### src/rtl/uart_bus_master.sv
// Command-to-bus bridge for the UART register file.
// Runs a four-phase stb/clk/ack handshake per access, with a wait-state timeout.
module uart_bus_master #(
    parameter int unsigned TIMEOUT = 255
) (
    input  logic       clk,
    input  logic       reset,
    input  logic       cmd_valid,
    output logic       cmd_ready,
    input  logic       cmd_write,
    input  logic [1:0] cmd_addr,
    input  logic [7:0] cmd_data,
    output logic       rsp_valid,
    output logic [7:0] rsp_data,
    output logic       rsp_error,
    output logic [1:0] wb_addr,
    output logic [7:0] wb_data_out,
    input  logic [7:0] wb_data_in,
    output logic       wb_we,
    output logic       wb_clk,
    output logic       wb_stb,
    input  logic       wb_ack
);

    typedef enum logic [1:0] {
        IDLE,
        REQ,
        REL
    } state_t;

    localparam logic [7:0] TO = 8'(TIMEOUT);

    state_t     state, state_d;
    logic [7:0] cnt, cnt_d;
    logic [7:0] rd_buf, rd_buf_d;
    logic       stb_d, clk_d, we_d;
    logic [1:0] addr_d;
    logic [7:0] dout_d;
    logic       rsp_valid_d, rsp_error_d;
    logic [7:0] rsp_data_d;
    logic       hit;

    assign cmd_ready = (state == IDLE);

    // Abort on the edge where the wait counter would reach TIMEOUT.
    assign hit = ((cnt + 8'd1) == TO);

    always_comb begin
        state_d     = state;
        cnt_d       = cnt;
        rd_buf_d    = rd_buf;
        stb_d       = wb_stb;
        clk_d       = wb_clk;
        we_d        = wb_we;
        addr_d      = wb_addr;
        dout_d      = wb_data_out;
        rsp_valid_d = 1'b0;
        rsp_error_d = 1'b0;
        rsp_data_d  = rsp_data;
        unique case (state)
            IDLE: begin
                if (cmd_valid) begin
                    state_d = REQ;
                    cnt_d   = 8'd0;
                    addr_d  = cmd_addr;
                    dout_d  = cmd_data;
                    we_d    = ~cmd_write;
                    stb_d   = 1'b1;
                    clk_d   = 1'b1;
                end
            end
            REQ: begin
                if (hit) begin
                    state_d     = IDLE;
                    cnt_d       = 8'd0;
                    stb_d       = 1'b0;
                    clk_d       = 1'b0;
                    rsp_valid_d = 1'b1;
                    rsp_error_d = 1'b1;
                end else if (wb_ack) begin
                    state_d = REL;
                    cnt_d   = 8'd0;
                    clk_d   = 1'b0;
                    if (wb_we) rd_buf_d = wb_data_in;
                end else begin
                    cnt_d = cnt + 8'd1;
                end
            end
            REL: begin
                if (hit) begin
                    state_d     = IDLE;
                    cnt_d       = 8'd0;
                    stb_d       = 1'b0;
                    clk_d       = 1'b0;
                    rsp_valid_d = 1'b1;
                    rsp_error_d = 1'b1;
                end else if (!wb_ack) begin
                    state_d     = IDLE;
                    cnt_d       = 8'd0;
                    stb_d       = 1'b0;
                    rsp_valid_d = 1'b1;
                    if (wb_we) rsp_data_d = rd_buf;
                end else begin
                    cnt_d = cnt + 8'd1;
                end
            end
            default: begin
                state_d = IDLE;
                cnt_d   = 8'd0;
                stb_d   = 1'b0;
                clk_d   = 1'b0;
            end
        endcase
    end

    always_ff @(posedge clk) begin
        if (reset) begin
            state       <= IDLE;
            cnt         <= 8'd0;
            rd_buf      <= 8'd0;
            wb_stb      <= 1'b0;
            wb_clk      <= 1'b0;
            wb_we       <= 1'b0;
            wb_addr     <= 2'd0;
            wb_data_out <= 8'd0;
            rsp_valid   <= 1'b0;
            rsp_error   <= 1'b0;
            rsp_data    <= 8'd0;
        end else begin
            state       <= state_d;
            cnt         <= cnt_d;
            rd_buf      <= rd_buf_d;
            wb_stb      <= stb_d;
            wb_clk      <= clk_d;
            wb_we       <= we_d;
            wb_addr     <= addr_d;
            wb_data_out <= dout_d;
            rsp_valid   <= rsp_valid_d;
            rsp_error   <= rsp_error_d;
            rsp_data    <= rsp_data_d;
        end
    end

endmodule

### config.mk
export PLATFORM = sky130hd
export DESIGN_NAME = uart_bus_master
export DESIGN_NICKNAME = d
export VERILOG_FILES = /design/src/rtl/uart_bus_master.sv
export SDC_FILE = /design/constraint.sdc
export NUM_CORES = 1
export LEC_CHECK = 0
export BUFFER_PORTS_ARGS = -buffer_cell sky130_fd_sc_hd__buf_4
export CORE_MARGIN = 2
export CORE_UTILIZATION = 48
export CTS_CLUSTER_DIAMETER = 40
export DETAILED_ROUTE_END_ITERATION = 10
export PLACE_DENSITY_LB_ADDON = 0.15
export SYNTH_ARGS = -nofsm -noshare
export SYNTH_HDL_FRONTEND = slang
export SYNTH_SLANG_ARGS = --single-unit
### constraint.sdc
create_clock -name clk -period 5.1 [get_ports clk]
set_clock_uncertainty 0.2 [all_clocks]
set_input_delay 0.51 -clock clk [delete_from_list [all_inputs] [get_ports clk]]
set_output_delay 0.51 -clock clk [all_outputs]
set_load 0.005 [all_outputs]
[Word level (Yosys, flattened, before mapping)]
Cells that the tools add are included.
Word-level totals
  flip-flop bits (word level): 41
  word-level logic and storage cells: 57
Cells by class
  bitwise operators: 4
  eq/ne operators: 8
  multiplexer cells: 24
  add/subtract/negate cells: 1
  reduce and logical (&&, ||, !) cells: 9
Operators with widths (count)
  $mux 8: 5
  $pmux 8 s3: 1
  $mux 2: 5
  $mux 1: 9
  $reduce_and 3->1: 3
  $add 8x1->8 const B: 1
  $eq 8x8->1 const B: 1
  $reduce_and 4->1: 2
  $ne 2x2->1 const B: 3
  $ne 3x3->1 const B: 2
  $pmux 1 s3: 2
  $pmux 2 s3: 1
  $not 1->1: 4
  $reduce_or 2->1: 2
  $eq 2x1->1 const B: 1
  $eq 2x2->1 const B: 1
  $logic_not 2->1: 1
  $pmux 1 s2: 1
  $reduce_and 2->1: 1

[Logic depth before layout (Yosys ltp)]
Gate-level depths: netlist of the first run.
  depth after elaboration: 4
  gate-level depth with buffers: 8
  mapped depth without buffers: 8

[Least setup slack after synthesis of the first run]
OpenSTA, ideal clock, no wires.
  path type: reg-to-reg
  start: register cnt[0]
  end: register state[1]
  clock period less this slack: 2.059 ns
  path buffers: 0
  library setup time: 0.088 ns
  required time: 4.812 ns
  stages on the path, launching flop included: 8
  slack: 3.041 ns
  data arrival time: 1.771 ns
  cells stage by stage: dfxtp_1 ha_1 and2b_2 o2111ai_2 a21boi_4 nand2_4 and3_4 nor4_2
Between the ends
  longest elaborated chain between the ends: 4
  elaborated cells between the ends (all ways): 8
Ends and longest elaborated chain
  start: declaration: line 34  | logic [7:0] cnt, cnt_d;
  start signal: assignment: line 131  | cnt <= cnt_d;
  $add 8x1->8 *: line 46  | assign hit = ((cnt + 8'd1) == TO);
  $eq 8x8->1 *: line 46
  $ne 3x3->1 (no source line), or another cell as far along
  $reduce_and 3->1 (no source line) or $pmux 2 s3 (tied branches)
  end signal: assignment: line 130  | state <= state_d;
  end: declaration: line 33  | state_t state, state_d;
Every way passes the cells marked *; elsewhere a longest branch is shown, timed or not.
A chain may end at the register's enable or synchronous reset.

[Worst setup path after layout of the first run]
Same ends and word-level chain as after synthesis.

==> results of run 1 <==
-- placed cells by master, fill, tap and decap left out, types with 3 or more instances in the layout --
master,synthesis,layout
nand4_1,5,5
nor2_1,20,20
a31oi_1,3,3
a21oi_1,18,18
and2b_2,3,3
dfxtp_1,41,41
nand2_1,37,37
ha_1,5,5
nand3_1,8,8
nor3b_1,4,4
nor3_1,7,7
inv_1,5,5
buf_4,1,46
clkbuf_8,0,6
a21oi_4,3,3
mux2i_1,16,16
-- per-layer routing --
metal,GRT usage,vias to the layer above
li1,-,831
met1,0.245,741
met2,0.302,29
met3,0.0483,5
met4,0.0765,0
met5,0,-
-- cells by family (layout without fill, tap and decap cells) --
kind of cell,count (synthesis),in the layout
compound gates,40,40
xor+xnor,1,1
fa+ha+maj,5,5
buf+inv,14,59
flops,41,41
mux,16,16
simple gates,96,96
-- area by class of cell --
type | count | area (um^2) | share of cell area
Sequential cell | 41 | 821 | 0.341
Timing Repair Buffer | 46 | 345 | 0.144
Clock inverter | 2 | 37.5 | 0.0156
Inverter | 5 | 18.8 | 0.00780
Multi-Input combinational cell | 158 | 1040 | 0.431
Tap cell | 50 | 62.6 | 0.0260
Clock buffer | 6 | 82.6 | 0.0343
-- registers in the layout, indices dropped and copies added (netlist names) --
signal / cells
rsp_error: 1
cnt: 8
rsp_valid: 1
wb_stb: 1
wb_we: 1
wb_clk: 1
rd_buf: 8
state: 2
wb_data_out: 8
rsp_data: 8
wb_addr: 2
-- where the power goes --
part / switching, W / total (W) / internal, W
registers: 0.0000127 / 0.000353 / 0.000340
logic: 0.0000775 / 0.000144 / 0.0000666
clock network: 0.000115 / 0.000274 / 0.000159
-- worst paths after layout --
path                    endpoint  cells past startpoint
setup / recovery        state[1]                      7
hold / removal             wb_we                      2
setup reg to reg        state[1]                      7
hold reg to reg   wb_data_out[6]                      2
-- worst reg2reg max path, delay by kind of cell, from the launching register on --
kind	cells	cell delay [ps]
AOI/OAI and AO/OA	2	550
adders and majority gates	1	280
DFF	1	380
and+or+nand+nor	4	810
-- metrics by stage --
stage	hold slack (ps)	cell area (um^2)	total power, W
global placement	244	2280	0.000503
detailed placement	250	2280	0.000504
CTS	182	2400	0.000780
floorplan	252	1930	0.000444
finish	192	2400	0.000771
global route	199	2400	0.000814
==> results by group, run 1 <==
Worst setup path
  • Crit. End Element: flop
  • Critical Path RT: 5110 ps
  • Family with the most delay on the worst path: simple AND/OR/NAND/NOR gates
  • R2R Path Start: cnt[0]
  • Crit Path Max Fanout: 9
  • CP Class: flop to flop
  • CP max-delay cell: a21boi_4
  • R2R Setup Slk: 2800 ps
  • Slowest stage delay, CP: 390 ps
  • Crit path launch: cnt[0]
  • Crit-path cells: ha_1 > and2b_2 > o2111ai_2 > a21boi_4 > nand2_4 > and3_4 > nor4_2
  • Buf+Inv Stages, Crit Path: 0
  • Crit path DAT: 2310 ps
  • Crit start category: flop

Global routing
  • Antenna violations before repair: 0
  • Number of global-route vias before repair: 1457
  • GRT overflow: 0
  • First-pass GRT wire length: 6540 um
  • GRT Overall Usage: 0.190
  • Largest net degree at the start of global routing: 43

Timing
  • Slew Limit Fails: 0
  • Slew margin rel.: 0.567
  • Fin crit period: 2300 ps
  • Max Freq: 435 MHz
  • Fin. Hold Viols: 0
  • Crit share post-route: 0.451
  • Setup WS post-layout: 2800 ps
  • Total negative slack: 0 ps
  • RSZ-0062 raised after global routing: no
  • Setup Viol. Count Final: 0
  • Slew @ Worst Pin: 650 ps

Synth
  • Post-Syn Area: 1930 um^2
  • Xor/xnor share of the synthesized area: 0.00454
  • Adder-Cell Fraction of Synth Area: 0.0324
  • Largest area contributor in the netlist: dfxtp_1
  • Register area share after synthesis: 0.425
  • Main synth FF type: dfxtp_1
  • Top cells by area, synth: dfxtp_1 43%, mux2i_1 8.3%, nand2_1 7.2%, a21oi_1 4.7%, nor2_1 3.9%
  • Synth Register Bits: 41
  • Synth Area in Simple Gates: 0.252
  • Syn_area_per_cell: 9.06 um^2
  • Post-synth ARST share: 0
  • Largest family of logic cells by synthesized area: simple AND/OR/NAND/NOR gates
  • Gate Count Post-Synth: 213
  • Post-Syn Nets: 241
  • Most frequent cell after synthesis: dfxtp_1
  • Commonest cells post-synth: 41 x dfxtp_1, 37 x nand2_1, 20 x nor2_1, 18 x a21oi_1, 16 x mux2i_1
  • Mux cell area share after synthesis: 0.0830
  • Post-synthesis compound-gate area fraction: 0.165
  • Yosys warns: 0
  • Number of flops mapped to enable cells by yosys: 0
  • Post-synth cell types: 43
  • Area share of the largest cell type after synthesis: 0.425

Power
  • Pwr Density: 321 nW/um^2
  • Max VDD drop: 203 uV
  • Leak: 0.945 nW

Floorplanning
  • Die Width: 67.4 um
  • # rows: 23
  • Die height: 67.4 um
  • IO Pins: 47
  • Starting density of the core: 0.490
  • Core area: 3940 um^2
  • Die Footprint: 4550 um^2

Finish
  • Util after Layout: 0.610
  • Non-Filler Instances: 308
  • P&R area growth vs syn: 24.6%
  • Share of cells above drive strength 1: 0.283
  • Fin nets: 285
  • # fillers: 360
  • Total inserted antenna cells: 0

Run status
  • Status: finished clean

Clock network
  • H-tree Lvls: 2
  • Hold Buf Count CTS: 0
  • Setup Buffers After CTS: 0
  • CTS Sinks: 41
  • CTS tree: built
  • TritonCTS buffer count: 5
  • Root Buffer: clkbuf_8
  • CTS Buffer Depth: 2
  • Post-cts resize count: 0
  • Clock latency on the worst-skew pair: 290 ps
  • Clock slew at reported path FFs: 80 ps

Placed design
  • Setup WS pre-CTS: 2820 ps
  • Detailed Place HPWL: 2730 um
  • Placed cell count: 300
  • Final GP Congestion: 0.776
  • I/O Buffers: 46

Route
  • Vias/cell: 5.21
  • Antenna-violating nets left: 0
  • 1st-iter DRT viols: 101
  • Post-DR wirelength/cell: 13.0 um
  • DRT met1 WL: 1960 um
  • Met2 wire len: 1830 um
  • Pre-Repair DR Iteration Count: 4
  • Via count: 1606
  • Drt total wl: 4000 um
  • Uppermost layer routed: met4
  • DRC: 0
  • Routed met3 length: 156 um

Run
  • Max Cap Viol: 0

Hold path
  • Startpoint of the worst hold path: cmd_write
  • Worst hold-check path type: input pin to flop
No activity file was read; power rests on OpenSTA's default activity.
==> inputs of run 2 (changes only) <==
==> constraint.sdc (replaced) <==
create_clock -name clk -period 2.3 [get_ports clk]
set_clock_uncertainty 0.2 [all_clocks]
set_input_delay 0.23 -clock clk [delete_from_list [all_inputs] [get_ports clk]]
set_output_delay 0.23 -clock clk [all_outputs]
set_load 0.005 [all_outputs]
==> run 2 against run 1 <==
Against the previous run: die area unchanged; highest routed layer unchanged; power up 120%; sequential cell count unchanged; global-route usage up 1.2 points; worst hold slack worse by 78 ps; clock power up 100%; count of clock-buffer cells in the layout down 1.
==> results by group, run 2 (same netlist as run 1, synthesis figures left out) <==
Clock network
  • Root Buffer: clkbuf_8
  • Clock latency on the worst-skew pair: 290 ps (about the same)
  • H-tree Lvls: 2 (unchanged)
  • CTS tree: built
  • CTS Buffer Depth: 2 (unchanged)
  • CTS Sinks: 41 (unchanged)
  • TritonCTS buffer count: 5 (unchanged)
  • Clock slew at reported path FFs: 80 ps (about the same)

Finish
  • Share of cells above drive strength 1: 0.288 (+0.00477)
  • P&R area growth vs syn: 38.4%
  • # fillers: 321 (-11%)
  • Total inserted antenna cells: 0 (unchanged)
  • Fin nets: 313 (+9.8%)
  • Most frequent cells in the layout: 53 x buf_4, 40 x dfxtp_1, 37 x nand2_1
  • Commonest non-fill, non-tap cell in the layout: buf_4

Route
  • Pre-Repair DR Iteration Count: 4 (unchanged)
  • Post-DR wirelength/cell: 12.7 um (-2.0%)
  • Antenna-violating nets left: 0 (unchanged)
  • Vias/cell: 5.10 (-2.1%)
  • DRC: 0 (unchanged)
  • Drt total wl: 4260 um (+6.5%)
  • 1st-iter DRT viols: 81 (-20%)
  • Via count: 1710 (+6.5%)

Timing
  • Crit share post-route: 0.918 (+0.468)
  • Max Freq: 473 MHz (+8.8%)
  • Fin. Hold Viols: 0 (unchanged)
  • Slew Limit Fails: 0 (unchanged)
  • Fin crit period: 2110 ps (-186 ps)
  • Setup Viol. Count Final: 0 (unchanged)
  • Setup WS post-layout: 188 ps (-2610 ps)
  • Slew margin rel.: 0.681 (+0.114)
  • RSZ-0062 raised after global routing: no
  • Slew @ Worst Pin: 475 ps (-174 ps)
  • Total negative slack: 0 ps (unchanged)

Power
  • Pwr Density: 635 nW/um^2 (+98%)
  • Leak: 1.07 nW (+14%)
  • Max VDD drop: 526 uV (+160%)

Floorplanning
  • Core area: 3940 um^2 (unchanged)
  • IO Pins: 47 (unchanged)
  • Die Width: 67.4 um (unchanged)
  • Die height: 67.4 um (unchanged)
  • # rows: 23 (unchanged)
  • Die Footprint: 4550 um^2 (unchanged)
  • Starting density of the core: 0.490 (unchanged)

Global routing
  • GRT Overall Usage: 0.202 (+0.0118)
  • GRT overflow: 0 (unchanged)
  • Largest net degree at the start of global routing: 43 (unchanged)
  • First-pass GRT wire length: 6850 um (+4.7%)
  • Number of global-route vias before repair: 1558 (+6.9%)
  • Antenna violations before repair: 0 (unchanged)

Worst setup path
  • Crit start category: flop
  • Crit. End Element: flop
  • Critical Path RT: 2300 ps (-2810 ps)
  • Crit path DAT: 2120 ps (-190 ps)
  • Crit Path Max Fanout: 9 (unchanged)
  • CP Class: flop to flop

Run status
  • Status: finished clean

Run
  • Max Cap Viol: 0 (unchanged)

Placed design
  • Detailed Place HPWL: 2800 um (+2.6%)
  • I/O Buffers: 46 (unchanged)
  • Final GP Congestion: 0.799 (+3.0%)
  • Setup WS pre-CTS: 124 ps (-2700 ps)

Hold path
  • Worst hold-check path type: input pin to flop
run 2: critical path, cell delays in order (launching register included):
cell	delay [ps]
dfxtp_2	390
ha_1	240
nand4_1	150
xnor2_1	260
o2bb2ai_4	250
nand2_4	140
and3_4	200
nor4_2	200
run 2: report_power, final:
part	leakage [nW]	internal [W]	switching (W)	total, W
logic	0.687	0.000184	0.000179	0.000364
clock network	0.0540	0.000315	0.000236	0.000551
registers	0.334	0.000754	0.0000286	0.000783
total	1.07	0.00125	0.000444	0.00170
run 2: per-layer routing:
metal	routed length (um)	share of wire	up-vias	GRT usage
met5	0	0	-	0
met4	40	0.0094	0	0.0791
met3	160	0.038	5	0.0550
met2	2120	0.50	34	0.343
met1	1940	0.45	778	0.241
li1	-	-	893	-
run 2: worst paths after layout:
kind | start | to | slack (ps) | cells after the start
worst min register to register | wb_addr[1] | wb_addr[1] | 260 | 2
worst min-delay path | wb_ack | rsp_valid | 110 | 3
worst max-delay path | cnt[0] | state[1] | 190 | 7
worst max register to register | cnt[0] | state[1] | 190 | 7
run 2: area by class of cell:
class,instances,area [um^2],area share
clock buffer,5,68.8,0.0257
clock inverter,2,35.0,0.0131
inverter,5,18.8,0.00702
multi-input combinational,158,1040,0.388
sequential,41,822,0.308
tap,50,62.6,0.0234
timing repair buffer,74,628,0.235
run 2: through the flow:
stage	instance area [um^2]	instances	total power [W]	util	hold slack, ps
2_1_floorplan	1930	213	0.000986	-	126
3_3_place_gp	2380	309	0.00113	0.603	213
3_5_place_dp	2380	309	0.00114	0.603	215
4_1_cts	2670	335	0.00172	0.678	103
5_1_grt	2670	335	0.00180	0.678	110
6_report	2670	335	0.00170	0.678	113
run 2: timing repair:
item	4_1_cts	5_1_grt
buffers inserted	0	0
resized for setup	0	1
hold buffers	19	0
endpoints found under the setup margin	0	6
endpoints found under the hold margin	19	0
